[config.mk]
export PLATFORM = sky130hd
export DESIGN_NAME = fixed_div_flat
export DESIGN_NICKNAME = d
export VERILOG_FILES = /design/src/rtl/fixed_pkg.sv /design/src/rtl/fixed_div_if.sv /design/src/rtl/fixed_div_step.sv /design/src/rtl/fixed_div.sv /design/src/flat_wrapper.sv
export SDC_FILE = /design/constraint.sdc
export NUM_CORES = 1
export LEC_CHECK = 0
export BUFFER_PORTS_ARGS = -buffer_cell sky130_fd_sc_hd__clkbuf_2
export CORE_UTILIZATION = 65
export CTS_BUF_LIST = sky130_fd_sc_hd__clkbuf_4 sky130_fd_sc_hd__clkbuf_8
export DETAILED_ROUTE_END_ITERATION = 16
export HOLD_SLACK_MARGIN = 0.06
export PLACE_DENSITY = 0.95
export SYNTH_ARGS = -nofsm -noshare
export SYNTH_HDL_FRONTEND = slang
export SYNTH_SLANG_ARGS = --single-unit
export TNS_END_PERCENT = 1
[constraint.sdc]
create_clock -name clk_in -period 4.56 [get_ports clk_in]
set_input_delay 0 -clock clk_in [delete_from_list [all_inputs] [get_ports clk_in]]
set_output_delay 0 -clock clk_in [all_outputs]
set_load 0.005 [all_outputs]
[src/rtl/fixed_pkg.sv]
// Shared signed fixed-point format: B total bits, D fraction bits, two's complement.
package fixed_pkg;

    parameter int unsigned B = 20;
    parameter int unsigned D = 8;

    typedef logic [B-1:0] fixed;

    localparam fixed FIXED_1       = 20'h00100;
    localparam fixed FIXED_MAX     = 20'h7FFFF;
    // Most negative value produced on saturation; keeps the range symmetric.
    localparam fixed FIXED_MIN_SAT = 20'h80001;

endpackage

[src/rtl/fixed_div_if.sv]
// Operand/result handshake bundle for fixed_div.
interface fixed_div_if;
    import fixed_pkg::*;

    logic in_valid;
    logic in_ready;
    fixed a;
    fixed b;
    logic out_valid;
    logic out_ready;
    fixed q;
    logic div_by_zero;
    logic overflow;

    modport master (
        output in_valid, a, b, out_ready,
        input  in_ready, out_valid, q, div_by_zero, overflow
    );

    modport slave (
        input  in_valid, a, b, out_ready,
        output in_ready, out_valid, q, div_by_zero, overflow
    );

endinterface

[src/rtl/fixed_div_step.sv]
// One combinational restoring-division step on unsigned magnitudes.
module fixed_div_step
    import fixed_pkg::*;
(
    input  fixed rem_in,
    input  fixed divisor,
    input  logic next_bit,
    output fixed rem_out,
    output logic q_bit
);

    logic [B:0] trial;
    fixed       diff;

    assign trial = {rem_in, next_bit};
    // Only used when trial >= divisor, so the result fits in B bits.
    assign diff  = trial[B-1:0] - divisor;
    assign q_bit = (trial >= {1'b0, divisor});
    assign rem_out = q_bit ? diff : trial[B-1:0];

endmodule

[src/rtl/fixed_div.sv]
// Iterative signed fixed-point divider q = a / b, truncating toward zero.
// Optional macro FIXED_DIV_RADIX4_EN retires two quotient bits per RUN edge.
module fixed_div
    import fixed_pkg::*;
(
    input  logic       clk_in,
    input  logic       rst_in,
    fixed_div_if.slave bus
);

    localparam int unsigned W = B + D;

    typedef enum logic [1:0] {StIdle, StRun, StFix, StHold} state_e;

    state_e       state;
    logic [W-1:0] dq;        // dividend bits shift out the top, quotient bits shift in the bottom
    fixed         rem;
    fixed         divisor;
    logic         sign;
    logic         a_neg;
    logic         dbz;
    logic [4:0]   cnt;
    fixed         q_r;
    logic         out_valid_r;
    logic         dbz_r;
    logic         ovf_r;

    fixed         abs_a;
    fixed         abs_b;
    fixed         rem0;
    logic         qb0;
    fixed         rem_nxt;
    logic [W-1:0] dq_nxt;
    logic         mag_big;
    logic         sat;
    fixed         res;

    assign abs_a = bus.a[B-1] ? fixed'(-bus.a) : bus.a;
    assign abs_b = bus.b[B-1] ? fixed'(-bus.b) : bus.b;

    fixed_div_step u_step0 (
        .rem_in   (rem),
        .divisor  (divisor),
        .next_bit (dq[W-1]),
        .rem_out  (rem0),
        .q_bit    (qb0)
    );

`ifdef FIXED_DIV_RADIX4_EN
    fixed rem1;
    logic qb1;

    fixed_div_step u_step1 (
        .rem_in   (rem0),
        .divisor  (divisor),
        .next_bit (dq[W-2]),
        .rem_out  (rem1),
        .q_bit    (qb1)
    );

    localparam logic [4:0] CNT_INC  = 5'd2;
    localparam logic [4:0] CNT_LAST = 5'(W - 2);
    assign rem_nxt = rem1;
    assign dq_nxt  = {dq[W-3:0], qb0, qb1};
`else
    localparam logic [4:0] CNT_INC  = 5'd1;
    localparam logic [4:0] CNT_LAST = 5'(W - 1);
    assign rem_nxt = rem0;
    assign dq_nxt  = {dq[W-2:0], qb0};
`endif

    // Anything at or above 0x80000 cannot be represented symmetrically.
    assign mag_big = |dq[W-1:B-1];
    assign sat     = mag_big | dbz;

    // Saturate, then apply sign; divide-by-zero follows the dividend's sign.
    always_comb begin
        res = '0;
        if (dbz) begin
            res = a_neg ? FIXED_MIN_SAT : FIXED_MAX;
        end else if (mag_big) begin
            res = sign ? FIXED_MIN_SAT : FIXED_MAX;
        end else begin
            res = sign ? fixed'(-dq[B-1:0]) : dq[B-1:0];
        end
    end

    // FSM, datapath registers and registered result outputs.
    always_ff @(posedge clk_in or posedge rst_in) begin
        if (rst_in) begin
            state       <= StIdle;
            dq          <= '0;
            rem         <= '0;
            divisor     <= '0;
            sign        <= 1'b0;
            a_neg       <= 1'b0;
            dbz         <= 1'b0;
            cnt         <= '0;
            q_r         <= '0;
            out_valid_r <= 1'b0;
            dbz_r       <= 1'b0;
            ovf_r       <= 1'b0;
        end else begin
            unique case (state)
                StIdle: begin
                    if (bus.in_valid) begin
                        sign    <= bus.a[B-1] ^ bus.b[B-1];
                        a_neg   <= bus.a[B-1];
                        dq      <= {abs_a, {D{1'b0}}};
                        divisor <= abs_b;
                        dbz     <= (bus.b == '0);
                        rem     <= '0;
                        cnt     <= '0;
                        state   <= StRun;
                    end
                end
                StRun: begin
                    rem <= rem_nxt;
                    dq  <= dq_nxt;
                    cnt <= cnt + CNT_INC;
                    if (cnt == CNT_LAST) begin
                        state <= StFix;
                    end
                end
                StFix: begin
                    q_r         <= res;
                    dbz_r       <= dbz;
                    ovf_r       <= sat & ~dbz;
                    out_valid_r <= 1'b1;
                    state       <= StHold;
                end
                StHold: begin
                    if (bus.out_ready) begin
                        out_valid_r <= 1'b0;
                        state       <= StIdle;
                    end
                end
                default: state <= StIdle;
            endcase
        end
    end

    assign bus.in_ready    = (state == StIdle);
    assign bus.out_valid   = out_valid_r;
    assign bus.q           = q_r;
    assign bus.div_by_zero = dbz_r;
    assign bus.overflow    = ovf_r;

endmodule

[src/flat_wrapper.sv]
// flat-port wrapper written by rule: the top's interface ports become plain ports
module fixed_div_flat import fixed_pkg::*;
  (clk_in, rst_in, bus_in_valid, bus_a, bus_b, bus_out_ready, bus_in_ready, bus_out_valid, bus_q, bus_div_by_zero, bus_overflow);
  fixed_div_if bus_i ();
  input  logic clk_in;
  input  logic rst_in;
  input wire logic [$bits(bus_i.in_valid)-1:0] bus_in_valid;
  input wire logic [$bits(bus_i.a)-1:0] bus_a;
  input wire logic [$bits(bus_i.b)-1:0] bus_b;
  input wire logic [$bits(bus_i.out_ready)-1:0] bus_out_ready;
  output wire logic [$bits(bus_i.in_ready)-1:0] bus_in_ready;
  output wire logic [$bits(bus_i.out_valid)-1:0] bus_out_valid;
  output wire logic [$bits(bus_i.q)-1:0] bus_q;
  output wire logic [$bits(bus_i.div_by_zero)-1:0] bus_div_by_zero;
  output wire logic [$bits(bus_i.overflow)-1:0] bus_overflow;
  assign bus_i.in_valid = bus_in_valid;
  assign bus_i.a = bus_a;
  assign bus_i.b = bus_b;
  assign bus_i.out_ready = bus_out_ready;
  assign bus_in_ready = bus_i.in_ready;
  assign bus_out_valid = bus_i.out_valid;
  assign bus_q = bus_i.q;
  assign bus_div_by_zero = bus_i.div_by_zero;
  assign bus_overflow = bus_i.overflow;
  fixed_div u_core (.clk_in(clk_in), .rst_in(rst_in), .bus(bus_i));
endmodule
==> summary.md <==
| Metric | Value |
|---|---|
| Yosys reg bits | between 100 and 150 |
| Area after DPL | between 6000 and 7000 sq um |
| Max Cap Viol | 0 |
| Post-Route M1 WL | 7290 um |
| RSZ-0062 raised after global routing | false |
| Gr usage total | a little over a third |
| Crit path DAT | roughly 3600 ps |
| Prevailing post-synth register cell | dfrtp_1 |
| H-Tree Depth | 3 |
| Crit Path Max Fanout | 12 |
| Worst slack, placed | 1340 ps |
| Slew Limit Headroom | between 20% and 30% |
| Metal3 WL | between 1500 and 2000 um |
| Die height | 102 um |
| Setup TNS | 0 ps |
| Initial DRC Count | ~660 |
| Clk_skew | slightly below 20 ps |
| Slowest CP cell | and2_0 |
| Final ANT Viol Nets | 0 |
| Post-synth EDFFs | 0 |
| Layout area overhead | 13.4% |
| Net count, final | between 900 and 1000 |
| Max incr delay on CP | roughly 680 ps |
| Hold Path Class | input port to flop |
| Dpl hpwl | 11900 um |
| Cell taking the most area after synthesis | dfrtp_1 |
| N_diodes | 0 |
| Worst EP required | about 4800 ps |
| Die area | between 10000 and 15000 sq um |
| Yosys warns | 0 |
| Overall routed net length | between 15000 and 20000 um |
| CTS Buffer Depth | 2 |
| Placed insts | 942 |
| DR WL/cell | 18.4 um |
| Syn Area/Cell | ~8.5 sq um |
| Mapped Area | about 6600 sq um |
| CP Class | flop to flop |
| Synth top area share | between 30 and 40% |
| Grt ovf | 0 |
| Crit end category | flop |
| Leak | around 3.5 nW |
| Met2 WL post-DR | 8570 um |
| Final min period | 3370 ps |
| Final Non-Filler Cells | around 980 |
| Delay-heaviest family, CP | compound AO/OA/AOI/OAI gates |
| Status | finished clean |
| Initial antenna violation count | 0 |
| Crit path buf inv count | 2 |
| TritonCTS clock tree | built |
| Die W | between 100 and 150 um |
| TritonCTS Buffers | 9 |
| Fin crit share | between 70 and 80% |
| Crit-path cells | inv_1 -> ha_1 -> a211o_1 -> a21oi_1 -> o32ai_1 -> o21ai_2 -> and2_0 -> buf_4 -> mux2i_1 -> o21ai_0 |
| Actual slew at the worst max-slew pin | between 1000 and 1500 ps |
| Vias in the first global route | just over 6000 |
| Nature of the critical path startpoint | flop |
| Seq/Total Area, Yosys | 38.5% |
| DRC errors left | 0 |
| Pin count of the biggest net entering global routing | 60 |
| Pwr/cell area | between 700 and 800 nW/um^2 |
| Vias per inst | 6.56 |
| Fillers | 628 |
| Max-slew violations | 0 |
| Core ar. | between 9000 and 10000 sq um |
| Distinct cells, synth | 66 |
| Initial core utilization | roughly two thirds |
| Ranking of synthesized cells by area | dfrtp_1, o21ai_0, a21oi_1, ha_1, nand2_1 |
| Final Setup Violations | 0 |
| I/O pin count | 68 |
| Share of post-route cells with drive strength above 1 | between 10% and 20% |
| Fmax | between 200 and 300 MHz |
| CTS sink count | between 100 and 150 |
| Drt pass-1 iters | 5 |
| Gp weighted congestion | 0.920 |
| Clock latency on the worst-skew pair | ~380 ps |
| Max Used Layer | met4 |
| Final worst setup slack | approximately 1200 ps |
| Port bufs | 67 |
| Worst hold slack | approximately 80 ps |
| Clk pin slew, worst setup/hold paths | ~100 ps |
| Post-synth ARST share | between 90% and 100% |
| Syn_nets | around 850 |
| Syn Inst Count | 774 |
| First-pass GRT wire length | 28900 um |
| Vias | between 6000 and 7000 |
| Worst vdd ir | around 540 uV |
| Clk root buf | clkbuf_8 |
| Rows | 36 |
| Final instance area | about 7400 sq um |
| Hold Vio Cnt, Final | 0 |
==> registers in the layout (all words and copies together) (netlist names) <==
signal                  flops
u_core.a_neg                1
u_core.bus.div_by_zero      1
u_core.bus.out_valid        1
u_core.bus.overflow         1
u_core.bus.q               20
u_core.cnt                  5
u_core.dbz                  1
u_core.divisor             20
u_core.dq                  28
u_core.rem                 20
u_core.sign                 1
u_core.state                2
==> placed cells by master (no fill, tap or decap), drive strengths merged, types with 9 or more instances in the layout <==
cell type / count
dfrtp: 101
o21ai: 99
nand2: 91
clkbuf: 79
a21oi: 72
nor2: 51
inv: 42
xor2: 38
ha: 28
dlygate4sd3: 26
mux2i: 15
or3: 14
a21o: 12
o22ai: 12
nand3: 11
xnor2: 11
o21a: 9
nand2b: 9
a32oi: 9
o31ai: 9
==> repair_timing <==
item / in CTS / in global routing
hold buffers: 26 / 0
setup buffers: 0 / 0
resized for setup: 0 / 0
endpoints found under the hold margin: 68 / 0
==> Yosys cell counts, types with 3 or more instances <==
master / instances
dfrtp_1: 101
o21ai_0: 95
nand2_1: 91
a21oi_1: 72
nor2_1: 50
inv_1: 41
xor2_1: 38
clkbuf_1: 32
ha_1: 28
mux2i_1: 15
a21o_1: 12
o22ai_1: 12
or3_1: 12
nand3_1: 11
xnor2_1: 11
a32oi_1: 9
nand2b_1: 9
o21a_1: 9
a211oi_1: 8
a31oi_1: 8
nor3_1: 8
a22o_1: 7
o31ai_1: 7
o2bb2ai_1: 6
or4_1: 6
buf_1: 5
nand4_1: 5
nor4_1: 5
nor2b_1: 4
a311oi_1: 3
and3_1: 3
o211ai_1: 3
o21ai_1: 3
o221ai_1: 3
o22a_1: 3
o41ai_1: 3
or2_2: 3
==> per-layer routing <==
layer	vias to the layer above	track usage (%)
met1	3028	48.4
met4	0	16.5
met3	68	5.61
met2	416	56.6
met5	-	0
li1	2947	-
==> kinds of logic after synthesis <==
family / count (synthesis) / share of synthesized area [%]
xor+xnor: 49 / 6.54
fa+ha+maj: 29 / 5.64
buf+inv: 80 / 4.60
flops: 101 / 38.5
mux: 16 / 2.46
compound gates: 277 / 26.1
simple gates: 222 / 16.1
==> worst reg2reg max path, stage by stage (launching register included) <==
cell	delay, ps
dfrtp_1	370
inv_1	60
ha_1	370
a211o_1	310
a21oi_1	240
o32ai_1	170
o21ai_2	340
and2_0	680
buf_4	340
mux2i_1	230
o21ai_0	100
==> power breakdown <==
| group | internal [W] | switching [W] | leakage [nW] |
|---|---|---|---|
| clock network | 0.000295 | 0.000328 | 0.112 |
| registers | 0.00127 | 0.000377 | 1.28 |
| logic | 0.00124 | 0.00195 | 2.07 |
| total | 0.00280 | 0.00266 | 3.46 |
==> final timing paths <==
kind | start | to | slack, ps | cells after the start
setup / recovery | u_core.divisor[6] | u_core.rem[8] | 1190 | 10
hold / removal | bus_a[7] | u_core.dq[15] | 80 | 5
setup reg to reg | u_core.divisor[6] | u_core.rem[8] | 1190 | 10
hold reg to reg | u_core.bus.q[3] | u_core.bus.q[3] | 490 | 1
max in group asynchronous | rst_in | u_core.dq[6] | 3190 | 4
min in group asynchronous | rst_in | u_core.rem[4] | 210 | 3
==> per-stage QoR <==
step / total power [W] / utilization (%)
2_1_floorplan: 0.00387 / -
3_3_place_gp: 0.00448 / 71.3
3_5_place_dp: 0.00466 / 71.3
4_1_cts: 0.00532 / 76.1
5_1_grt: 0.00585 / 76.1
6_report: 0.00546 / 76.1
==> cell type report <==
type	count	area (sq um)	area share, %
Tap cell	133	166	2.24
Clock inverter	4	55.1	0.740
Sequential cell	101	2530	34.0
Timing Repair Buffer	99	641	8.61
Inverter	42	160	2.15
Clock buffer	12	159	2.14
Multi-Input combinational cell	593	3730	50.2
Power figures use the tool's default switching activity.
